--- src/rtl/dmem_lsu_pkg.sv ---
// Shared definitions for the data-memory load/store unit: RV32 funct3 width
// codes, the FSM state encoding and the request legality rule.
package dmem_lsu_pkg;

    localparam logic [2:0] F3_B  = 3'b000;
    localparam logic [2:0] F3_H  = 3'b001;
    localparam logic [2:0] F3_W  = 3'b010;
    localparam logic [2:0] F3_BU = 3'b100;
    localparam logic [2:0] F3_HU = 3'b101;

    typedef enum logic [1:0] {
        IDLE    = 2'b00,
        LD_WAIT = 2'b01,
        RMW_WR  = 2'b10,
        RESP    = 2'b11
    } lsu_state_t;

    // 1 when the request is misaligned or uses an illegal funct3.
    // Unsigned widths only exist for loads, so a store with BU/HU is illegal.
    function automatic logic req_error(input logic we,
                                       input logic [2:0] funct3,
                                       input logic [1:0] byte_off);
        logic err;
        case (funct3)
            F3_B:    err = 1'b0;
            F3_H:    err = byte_off[0];
            F3_W:    err = (byte_off != 2'b00);
            F3_BU:   err = we;
            F3_HU:   err = we | byte_off[0];
            default: err = 1'b1;
        endcase
        return err;
    endfunction

endpackage

--- src/rtl/dmem_lsu_align.sv ---
// Purely combinational lane logic: load extract/extend and store lane merge.
// Kept separate so the cache path can reuse it unchanged.
module lsu_align
    import dmem_lsu_pkg::*;
(
    input  logic [2:0]  funct3,
    input  logic [1:0]  byte_off,
    input  logic [31:0] rdata,
    input  logic [31:0] wdata,
    output logic [31:0] load_data,
    output logic [31:0] merge_data
);

    logic [7:0]  lane_byte;
    logic [15:0] lane_half;

    // Select the addressed byte/half of the fetched word and extend it.
    always_comb begin
        lane_byte = rdata[{byte_off, 3'b000} +: 8];
        lane_half = byte_off[1] ? rdata[31:16] : rdata[15:0];
        case (funct3)
            F3_B:    load_data = {{24{lane_byte[7]}}, lane_byte};
            F3_BU:   load_data = {24'h000000, lane_byte};
            F3_H:    load_data = {{16{lane_half[15]}}, lane_half};
            F3_HU:   load_data = {16'h0000, lane_half};
            default: load_data = rdata;
        endcase
    end

    // Overlay the low byte/half of the store data onto the old word at the lane.
    always_comb begin
        merge_data = rdata;
        case (funct3)
            F3_B: merge_data[{byte_off, 3'b000} +: 8] = wdata[7:0];
            F3_H: begin
                if (byte_off[1]) merge_data[31:16] = wdata[15:0];
                else             merge_data[15:0]  = wdata[15:0];
            end
            F3_W:    merge_data = wdata;
            default: merge_data = rdata;
        endcase
    end

endmodule

--- src/rtl/dmem_lsu.sv ---
// Load/store unit in front of the word-only data RAM. Sub-word stores are
// done as read-modify-write since the RAM has a single whole-word write mask.
//
// state   | meaning
// --------+------------------------------------------------------------
// IDLE    | ready; RAM access for the incoming request issued this cycle
// LD_WAIT | read data on mem_rdata; extract/extend into resp_rdata
// RMW_WR  | old word on mem_rdata; write back the merged word
// RESP    | one-cycle response pulse, not ready
module dmem_lsu
    import dmem_lsu_pkg::*;
#(
    parameter int ADDR_W = 10
) (
    input  logic              clk,
    input  logic              rst,
    input  logic              req_valid,
    output logic              req_ready,
    input  logic              req_we,
    input  logic [2:0]        req_funct3,
    input  logic [31:0]       req_addr,
    input  logic [31:0]       req_wdata,
    output logic              resp_valid,
    output logic [31:0]       resp_rdata,
    output logic              resp_err,
    output logic              mem_en,
    output logic              mem_wmode,
    output logic              mem_wmask,
    output logic [ADDR_W-1:0] mem_addr,
    output logic [31:0]       mem_wdata,
    input  logic [31:0]       mem_rdata
);

    lsu_state_t        state, state_next;
    logic [2:0]        funct3_q;
    logic [1:0]        off_q;
    logic [ADDR_W-1:0] waddr_q;
    logic [31:0]       wdata_q;
    logic [31:0]       rdata_q;
    logic              err_q;
    logic              accept;
    logic              req_err;
    logic [31:0]       load_data;
    logic [31:0]       merge_data;
    logic              unused_addr_hi;

    // Byte address bits above the RAM word index wrap and are ignored.
    assign unused_addr_hi = ^req_addr[31:ADDR_W+2];

    assign req_ready  = (state == IDLE);
    assign accept     = req_valid && req_ready;
    assign req_err    = req_error(req_we, req_funct3, req_addr[1:0]);
    assign resp_valid = (state == RESP);
    assign resp_rdata = rdata_q;
    assign resp_err   = err_q;

    lsu_align u_align (
        .funct3     (funct3_q),
        .byte_off   (off_q),
        .rdata      (mem_rdata),
        .wdata      (wdata_q),
        .load_data  (load_data),
        .merge_data (merge_data)
    );

    // State register.
    always_ff @(posedge clk) begin
        if (rst) state <= IDLE;
        else     state <= state_next;
    end

    // Capture request fields at acceptance for use in later states.
    always_ff @(posedge clk) begin
        if (rst) begin
            funct3_q <= F3_B;
            off_q    <= 2'b00;
            waddr_q  <= '0;
            wdata_q  <= '0;
        end else if (accept) begin
            funct3_q <= req_funct3;
            off_q    <= req_addr[1:0];
            waddr_q  <= req_addr[ADDR_W+1:2];
            wdata_q  <= req_wdata;
        end
    end

    // Response data/error: cleared on accept (stores and errors return 0),
    // filled with the extended load value in LD_WAIT.
    always_ff @(posedge clk) begin
        if (rst) begin
            rdata_q <= '0;
            err_q   <= 1'b0;
        end else if (accept) begin
            rdata_q <= '0;
            err_q   <= req_err;
        end else if (state == LD_WAIT) begin
            rdata_q <= load_data;
        end
    end

    // Next-state and RAM port drive; reset always masks the RAM enable so an
    // RMW interrupted by reset never writes.
    always_comb begin
        state_next = state;
        mem_en     = 1'b0;
        mem_wmode  = 1'b0;
        mem_wmask  = 1'b0;
        mem_addr   = req_addr[ADDR_W+1:2];
        mem_wdata  = req_wdata;
        case (state)
            IDLE: begin
                if (req_valid) begin
                    if (req_err) begin
                        state_next = RESP;
                    end else if (!req_we) begin
                        mem_en     = 1'b1;
                        state_next = LD_WAIT;
                    end else if (req_funct3 == F3_W) begin
                        mem_en     = 1'b1;
                        mem_wmode  = 1'b1;
                        mem_wmask  = 1'b1;
                        state_next = RESP;
                    end else begin
                        mem_en     = 1'b1;
                        state_next = RMW_WR;
                    end
                end
            end
            LD_WAIT: state_next = RESP;
            RMW_WR: begin
                mem_en     = 1'b1;
                mem_wmode  = 1'b1;
                mem_wmask  = 1'b1;
                mem_addr   = waddr_q;
                mem_wdata  = merge_data;
                state_next = RESP;
            end
            RESP:    state_next = IDLE;
            default: state_next = IDLE;
        endcase
        if (rst) begin
            mem_en    = 1'b0;
            mem_wmode = 1'b0;
            mem_wmask = 1'b0;
        end
    end

endmodule

--- config.mk ---
export PLATFORM = sky130hd
export DESIGN_NAME = dmem_lsu
export DESIGN_NICKNAME = d
export VERILOG_FILES = /design/src/rtl/dmem_lsu_pkg.sv /design/src/rtl/dmem_lsu_align.sv /design/src/rtl/dmem_lsu.sv
export SDC_FILE = /design/constraint.sdc
export NUM_CORES = 1
export LEC_CHECK = 0
export CORE_MARGIN = 1
export CORE_UTILIZATION = 46
export CTS_BUF_LIST = sky130_fd_sc_hd__clkbuf_16
export CTS_CLUSTER_SIZE = 12
export DETAILED_ROUTE_END_ITERATION = 16
export PLACE_DENSITY = 0.84
export REMOVE_ABC_BUFFERS = 1
export SLEW_MARGIN = 0
export SYNTH_ARGS = -nofsm -noshare
export SYNTH_HDL_FRONTEND = slang
export SYNTH_HIERARCHICAL = 1
export SYNTH_SLANG_ARGS = --single-unit
--- constraint.sdc ---
create_clock -name clk -period 2.95 [get_ports clk]
set_clock_uncertainty 0.05 [all_clocks]
set_input_delay 0.4425 -clock clk [delete_from_list [all_inputs] [get_ports clk]]
set_output_delay 0.4425 -clock clk [all_outputs]
set_load 0.02 [all_outputs]
**Yosys cells after proc, flatten, opt, wreduce, memory -nomap -nowiden**

Cells that the tools add are included.

- Register bits: 82
- Input bits: 103
- Output and inout port bits: 80
- Logic and storage cells: 55

- $add $sub $neg: 1
- Eq/ne operators: 12
- Shifts and indexed selects: 3
- Muxes and demuxes: 24
- Bitwise operators: 1
- Reductions and logical operators: 7

Operators with widths:

| operator | count |
|---|---|
| case mux 32 bit (4 select lines) | 1 |
| case mux 32 bit (3 select lines) | 1 |
| two-way mux 16 bit | 3 |
| bitwise mux 32 bit | 1 |
| two-way mux 32 bit | 1 |
| variable shift 8 x 7 -> 32 bit, first input constant | 1 |
| variable part select 32 x 6 -> 8 bit | 1 |
| variable part select 8 x 7 -> 32 bit | 1 |
| == test 3 bit, second input constant | 4 |
| two-way mux 10 bit | 1 |
| two-way mux 1 bit | 9 |
| negator 5 -> 7 bit | 1 |
| == test 3 x 1 -> 1 bit, second input constant | 2 |
| == test 3 x 2 -> 1 bit, second input constant | 2 |
| zero test 3 bit | 2 |
| two-way mux 2 bit | 3 |
| case mux 2 bit (3 select lines) | 1 |
| case mux 1 bit (5 select lines) | 1 |
| == test 2 bit, second input constant | 2 |
| case mux 1 bit (2 select lines) | 2 |
| OR reduction 2 bit | 2 |
| == test 2 x 1 -> 1 bit, second input constant | 1 |
| zero test 2 bit | 1 |
| inequality test 2 bit, second input constant | 1 |
| 3 further kinds | 3 |

**Longest topological paths before layout**

Gate-level depths: netlist of the first run.

- Depth after elaboration: 7
- Gate-level depth with buffers: 10
- Mapped depth without buffers: 7

**By module**

The synthesis of the first run kept the hierarchy.

By module, submodules not included:

| module | times used | cells an instance | area an instance (um2) | sequential area each (um2) |
|---|---|---|---|---|
| dmem_lsu | 1 | 390 | 3504.6 | 1641.6 |
| lsu_align | 1 | 280 | 1671.6 | 0.0 |

**Worst setup path after synthesis of the first run**

No wires, ideal clock.

- Path type: reg-to-output
- Start point: register off_q[1]
- End point: output port mem_wdata[27]
- Arrival time: 2254 ps
- Data required time: 2457 ps
- Setup slack: 204 ps
- Cell stages (with the launch flop): 11
- Path buffers: 3
- Path through: dfxtp_1 clkbuf_1 buf_2 inv_1 ha_1 nor4bb_1 and3_1 clkbuf_1 nand2_1 o221ai_1 mux2_2

- Longest elaborated chain between the ends: 5

Ends and longest elaborated chain:

| what | line | source |
|---|---|---|
| start, declared | dmem_lsu.sv:36 | `logic [1:0] off_q;` |
| start signal, assigned | dmem_lsu.sv:81 | `off_q <= req_addr[1:0];` |
| negator 5 -> 7 bit | dmem_lsu_align.sv:34 | `F3_B: merge_data[{byte_off, 3'b000} +: 8] = wdata[7:0];` |
| variable part select 8 x 7 -> 32 bit / variable shift 8 x 7 -> 32 bit (equally long branches) | dmem_lsu_align.sv:34 |  |
| bitwise mux 32 bit | dmem_lsu_align.sv:34 |  |
| case mux 32 bit (3 select lines) * | dmem_lsu_align.sv:33 | `case (funct3)` |
| net merge_data[27] | dmem_lsu.sv:44 | `logic [31:0] merge_data;` |
| two-way mux 32 bit * | dmem_lsu.sv:110 | `case (state)` |
| end, declared | dmem_lsu.sv:30 | `output logic [31:0] mem_wdata,` |

Mark *: on every way through the listed nets, which the timed path passes. The rest lies on a longest branch.

**Worst setup path in the final report of the first run**

- Start point: register off_q[1]
- End point: output port mem_wdata[7]

Same word-level chain as after synthesis.

==> results of run 1 <==
## through the flow
step	hold WS (ns)	instances	setup TNS [ns]	utilization [%]	power [mW]
3_5_place_dp	0.395	959	-0.197	64.8	5.04
6_report	0.405	974	0	68.4	6.17
2_1_floorplan	0.377	617	-0.0986	-	3.62
5_1_grt	0.417	974	-0.0166	68.4	6.51
3_3_place_gp	0.389	959	-0.00539	64.8	4.96
4_1_cts	0.403	973	0	67.5	6.07
## per-layer routing
layer  routed length (um)  vias to the layer above  global-route usage (%)  share of wire [%]
met5                    0                        -                       0                  0
met4                  407                        0                    12.1                2.3
met3                 1040                       29                    3.50                6.0
met2                 8610                      251                    50.9                 50
met1                 7300                     2608                    36.5                 42
li1                     -                     2673                       -                  -
## worst min-delay path: cells and delay by family (launching register included)
kind             cells  cell delay (ns)
AND/OR/NAND/NOR      1             0.05
flip-flops           1             0.31
AO/OA/AOI/OAI        1             0.05
## kinds of logic (layout without fill, tap and decap cells)
kind of cell    count (synthesis)  count (layout)
simple gates                  238             238
compound gates                175             175
mux                            83              83
buf+inv                        83             247
flops                          82              82
fa+ha+maj                       9               9
## worst paths after layout
path,startpoint,to,slack (ns),cells after the start
worst max-delay path,off_q[1],mem_wdata[7],0.05,6
worst min-delay path,waddr_q[5],waddr_q[5],0.40,2
worst max register to register,off_q[0],resp_rdata[19],0.86,8
worst min register to register,waddr_q[5],waddr_q[5],0.40,2
## layout by cell type (no fill, tap or decap), types with 5 or more instances in the layout
cell             Yosys  layout
mux2i_1             33      33
a22o_1              11      11
clkbuf_2             0       8
clkbuf_16            0       9
dfxtp_1             82      79
nand2_1            153     152
inv_1               30      28
mux2_2              49      49
clkdlybuf4s50_1      0     129
a222oi_1             9       9
a22oi_1             22      19
o21ai_1              1       5
o22ai_1              5       5
a21oi_1             65      63
dlygate4sd2_1        0      17
o21ai_0             31      27
nand2b_1             9       9
buf_4                3      37
o21bai_1             7       7
nor2_1              51      50
## area by class of cell
| class | count | area, um^2 |
|---|---|---|
| multi-input combinational | 505 | 3320 |
| clock buffer | 9 | 225 |
| sequential | 82 | 1650 |
| tap | 140 | 175 |
| fill | 913 | 3450 |
| clock inverter | 5 | 47.5 |
| timing repair buffer | 203 | 1910 |
| inverter | 30 | 113 |
## report_power, final
group / total, mW / internal (mW) / switching (mW)
Sequential: 1.52 / 1.34 / 0.184
Clock: 1.07 / 0.637 / 0.437
Combinational: 3.57 / 1.61 / 1.96
## synthesized netlist by cell type, types with 3 or more instances
library cell / instances
nand2_1: 153
dfxtp_1: 82
a21oi_1: 65
nor2_1: 51
mux2_2: 49
mux2i_1: 33
o21ai_0: 31
inv_1: 30
buf_2: 23
a22oi_1: 22
clkbuf_1: 20
a22o_1: 11
a222oi_1: 9
ha_1: 9
nand2b_1: 9
o21bai_1: 7
a221oi_1: 5
o22ai_1: 5
buf_1: 4
nand3_1: 4
o221ai_1: 4
buf_4: 3
buf_6: 3
nor2b_1: 3
## repair_timing
item                                    in CTS  in global routing
endpoints found under the hold margin        0                  0
pin swaps                                    2                  7
endpoints found under the setup margin      32                 32
buffers inserted                             0                  1
resized for setup                           58                 39
## registers in the layout (all words and copies together) (netlist names)
signal and cells:
off_q 2, funct3_q 3, resp_rdata 32, state 2, resp_err 1, waddr_q 10, wdata_q 32
==> flow_metrics.tcl, run 1 <==
set metrics [dict create \
    first_pass_iters 7 \
    antenna_found_initial 0 \
    crit_fanout 7 \
    synth_top_family_by_area "compound AO/OA/AOI/OAI gates" \
    syn_area_mm2 0.00518 \
    critical-path-top-delay-family "simple AND/OR/NAND/NOR gates" \
    worst_pin_slew_ns 0.997 \
    synth_compound_area_share_pct 21.8 \
    dp_hpwl_mm 12.7 \
    vias_per_cell 5.71 \
    drt_wl_total_mm 17.4 \
    cellPowerDensity_mw_per_mm2 829 \
    rows 38 \
    slowest_delay_ns 0.44 \
    worst_ep_required_time_ns 2.46 \
    ys_seq_area_share_pct 31.7 \
    grt_setup_unrepaired "true" \
    drive_gt1_share_pct 17.4 \
    status "finished clean" \
    numPortBuffers 162 \
    ant_nets 0 \
    clk_pin_slew_ns 0.06 \
    max_freq_mhz 345 \
    relSlewSlack_pct 33.5 \
    grt_pass1_wl_mm 26.7 \
    ios 183 \
    finalSetupViolCount 0 \
    synth_cell_types 52 \
    worst_slack_ns 0.0529 \
    clock-sinks 82 \
    clockBufferDepth 2 \
    synth_mux_area_share_pct 17.5 \
    vdd_drop_max_uv 687 \
    ys_ff_latch 82 \
    first_iter_violations 433 \
    min_period_ns 2.90 \
    yosysTopAreaCell "dfxtp_1" \
    finalHoldViolCount 0 \
    final_cell_area_mm2 0.00744 \
    overflow 0 \
    cts_hold_buf 0 \
    avgRoutedWirePerCell_um 17.8 \
    post-place-ws_ns -0.0485 \
    cp.arrival_ns 2.40 \
    grt_max_degree 48 \
    fin_crit_sh_pct 98.2 \
    crit_type "reg2out" \
    synth_xor_area_share_pct 0 \
    grt_pass1_vias 5300 \
    yosys.area_share.simple_pct 19.5 \
    dieArea_mm2 0.0117 \
    cts_tree "yes" \
    synth_top_area_share_pct 31.7 \
    placed_area_mm2 0.00705 \
    gr-usage-all-layers_pct 29.3 \
    vias 5561 \
    nets 943 \
    cp_num_buf_inv 1 \
    synthesis.area_per_instance_um2 7.73 \
    cts_root_buffer "clkbuf_16" \
    gp_congestion 0.903 \
    yosysWarnings 6 \
    clock_latency_ns 0.34 \
    drv_slew 0 \
    syn_inst 670 \
    drc 0 \
    fp.dieH_um 108 \
    cts_max_level 3 \
    leakagePower_nw 2.88 \
    die_w_um 108 \
    crit_path_cell_trace "or3b_4 -> o21ai_0 -> nand2b_1 -> a22o_1 -> mux2_2 -> dlygate4sd2_1" \
    syn2layout_area_growth_pct 43.8 \
    core_mm2 0.0109 \
    cts-buffers-inserted 9 \
    cap_violations 0 \
    start_kind "flop" \
    start_util_pct 47.5 \
    insertedDiodeCount 0 \
    synth.area.top_cells "dfxtp_1, nand2_1, mux2_2" \
    synth-async-reset-ratio_pct 0 \
    holdCritPathClass "reg2reg" \
    synthAdderAreaFrac_pct 2.18 \
    endpoint_kind "primary output" \
    ys_dominant_reg_cell "dfxtp_1" \
    synth_edf_count 0 \
    crit_slowest_cell "or3b_4" \
]
Note: power is estimated with default switching activity, not from simulation.
==> run 2, diff against run 1 <==
--- a/config.mk
+++ b/config.mk
@@ -11,7 +11,6 @@
 export CTS_CLUSTER_SIZE = 12
 export DETAILED_ROUTE_END_ITERATION = 16
 export PLACE_DENSITY = 0.84
-export REMOVE_ABC_BUFFERS = 1
 export SLEW_MARGIN = 0
 export SYNTH_ARGS = -nofsm -noshare
 export SYNTH_HDL_FRONTEND = slang
==> flow_metrics.tcl, run 2 (same netlist as run 1, synthesis figures left out) <==
set metrics [dict create \
    crit_fanout 4 \
    clock_latency_ns 0.34 \
    cts_tree "yes" \
    drv_slew 0 \
    first_pass_iters 6 \
    crit_slowest_cell "or3_1" \
    cellPowerDensity_mw_per_mm2 845 \
    holdCritPathClass "reg2reg" \
    antenna_found_initial 0 \
    grt_setup_unrepaired "true" \
    cts-buffers-inserted 9 \
    hold_depth 2 \
    start_util_pct 47.5 \
    avgRoutedWirePerCell_um 19.2 \
    leakagePower_nw 2.87 \
    fin_cells 978 \
    reg2reg_to "resp_rdata[30]" \
    worst_ep_required_time_ns 2.46 \
    rows 38 \
    finalSetupViolCount 0 \
    r2r_cells 7 \
    grt_max_degree 54 \
    tns_ns 0 \
    clk_pin_slew_ns 0.06 \
    drt_wl_total_mm 18.7 \
    worst-path-stages 7 \
    fin_util_pct 68.2 \
    cts_hold_buf 0 \
    core_mm2 0.0109 \
    finalHoldViolCount 0 \
    critical-path-top-delay-family "simple AND/OR/NAND/NOR gates" \
    overflow 0 \
    fin_crit_sh_pct 98.0 \
    relSlewSlack_pct 31.1 \
    gp_congestion 0.948 \
    start_kind "flop" \
    drive_gt1_share_pct 19.2 \
    cap_violations 0 \
    syn2layout_area_growth_pct 43.5 \
    min_period_ns 2.89 \
    crit_type "reg2out" \
    vias_per_cell 5.87 \
    p_total_mw 6.28 \
    final_cell_area_mm2 0.00743 \
    numPortBuffers 162 \
    die_w_um 108 \
    cp_num_buf_inv 2 \
    cts_root_buffer "clkbuf_16" \
    insertedDiodeCount 0 \
    nets 945 \
    clock-sinks 82 \
    placed_area_mm2 0.00701 \
    ant_nets 0 \
    r2r-start "off_q[0]" \
    final_common_cell "nand2_1" \
    fp.dieH_um 108 \
    dp_hpwl_mm 13.7 \
    hp-start "waddr_q[5]" \
    first_iter_violations 539 \
    vdd_drop_max_uv 794 \
    ios 183 \
    grt_pass1_vias 5345 \
    max_freq_mhz 346 \
    endpoint_kind "primary output" \
    mostFrequentLayoutCells "nand2_1, clkdlybuf4s50_1, dfxtp_1" \
    syn_nets 782 \
    drc 0 \
    cts_max_level 3 \
    dieArea_mm2 0.0117 \
    vias 5736 \
    grt_pass1_wl_mm 28.6 \
    cp.arrival_ns 2.40 \
    clockBufferDepth 2 \
    status "finished clean" \
    slowest_delay_ns 0.50 \
    crit_path_cell_trace "or3_1 -> buf_4 -> nor4b_2 -> a21oi_2 -> o21ai_0 -> mux2_2 -> dlygate4sd2_1" \
    worst_pin_slew_ns 1.03 \
    dpl.cell_count 959 \
    regToRegSetupSlack_ns 0.70 \
    gr-usage-all-layers_pct 32.1 \
    worstHoldEndpoint "waddr_q[5]" \
]
run 2: worst max path at each step:
stage                start            end  slack (ns)
2_1_floorplan     off_q[1]  mem_wdata[27]        0.20
5_1_grt        funct3_q[2]  mem_wdata[23]       -0.02
3_3_place_gp      off_q[0]  mem_wdata[31]      -0.003
4_1_cts           off_q[1]  mem_wdata[20]       -0.06
6_report       funct3_q[2]  mem_wdata[23]        0.06
3_5_place_dp      off_q[0]  mem_wdata[31]       -0.02
run 2: repair_timing:
action | 4_1_cts | 5_1_grt
pin swaps | 2 | 6
resized for setup | 64 | 55
setup endpoints to repair | 32 | 31
hold endpoints to repair | 0 | 0
setup buffers | 1 | 2
run 2: power breakdown:
| group | internal, mW | switching (mW) | total, mW |
|---|---|---|---|
| logic | 1.56 | 1.95 | 3.51 |
| clock network | 0.740 | 0.475 | 1.22 |
| registers | 1.34 | 0.217 | 1.55 |
| total | 3.64 | 2.64 | 6.28 |
run 2: stage by stage:
step / hold slack, ns / worst slack [ns]
detailed placement: 0.397 / -0.0205
CTS: 0.407 / -0.0609
finish: 0.406 / 0.0584
floorplan: 0.383 / 0.204
global route: 0.420 / -0.0165
global placement: 0.390 / -0.00284
run 2: worst reg2reg max path: cells and delay by family, from the launching register on:
| kind | cells | cell delay [ns] |
|---|---|---|
| and+or+nand+nor | 3 | 0.34 |
| AOI/OAI and AO/OA | 1 | 0.44 |
| muxes | 2 | 0.79 |
| DFF | 1 | 0.33 |
| buffers and inverters | 1 | 0.19 |
run 2: layout make-up:
| cell class | instances | area (um^2) |
|---|---|---|
| fillers | 876 | 3460 |
| multi-input cells | 505 | 3330 |
| repair buffers | 205 | 1850 |
| flip-flops and latches | 82 | 1640 |
| clock buffers | 9 | 225 |
| well taps | 140 | 175 |
| inverters | 30 | 113 |
| clock inverters | 7 | 92.6 |
run 2: metal layers:
metal / global-route usage, % / routed length (um) / vias to the layer above
met1: 43.0 / 7780 / 2716
met4: 12.4 / 429 / 0
met5: 0 / 0 / -
li1: - / - / 2674
met3: 4.52 / 1460 / 36
met2: 51.9 / 9070 / 310
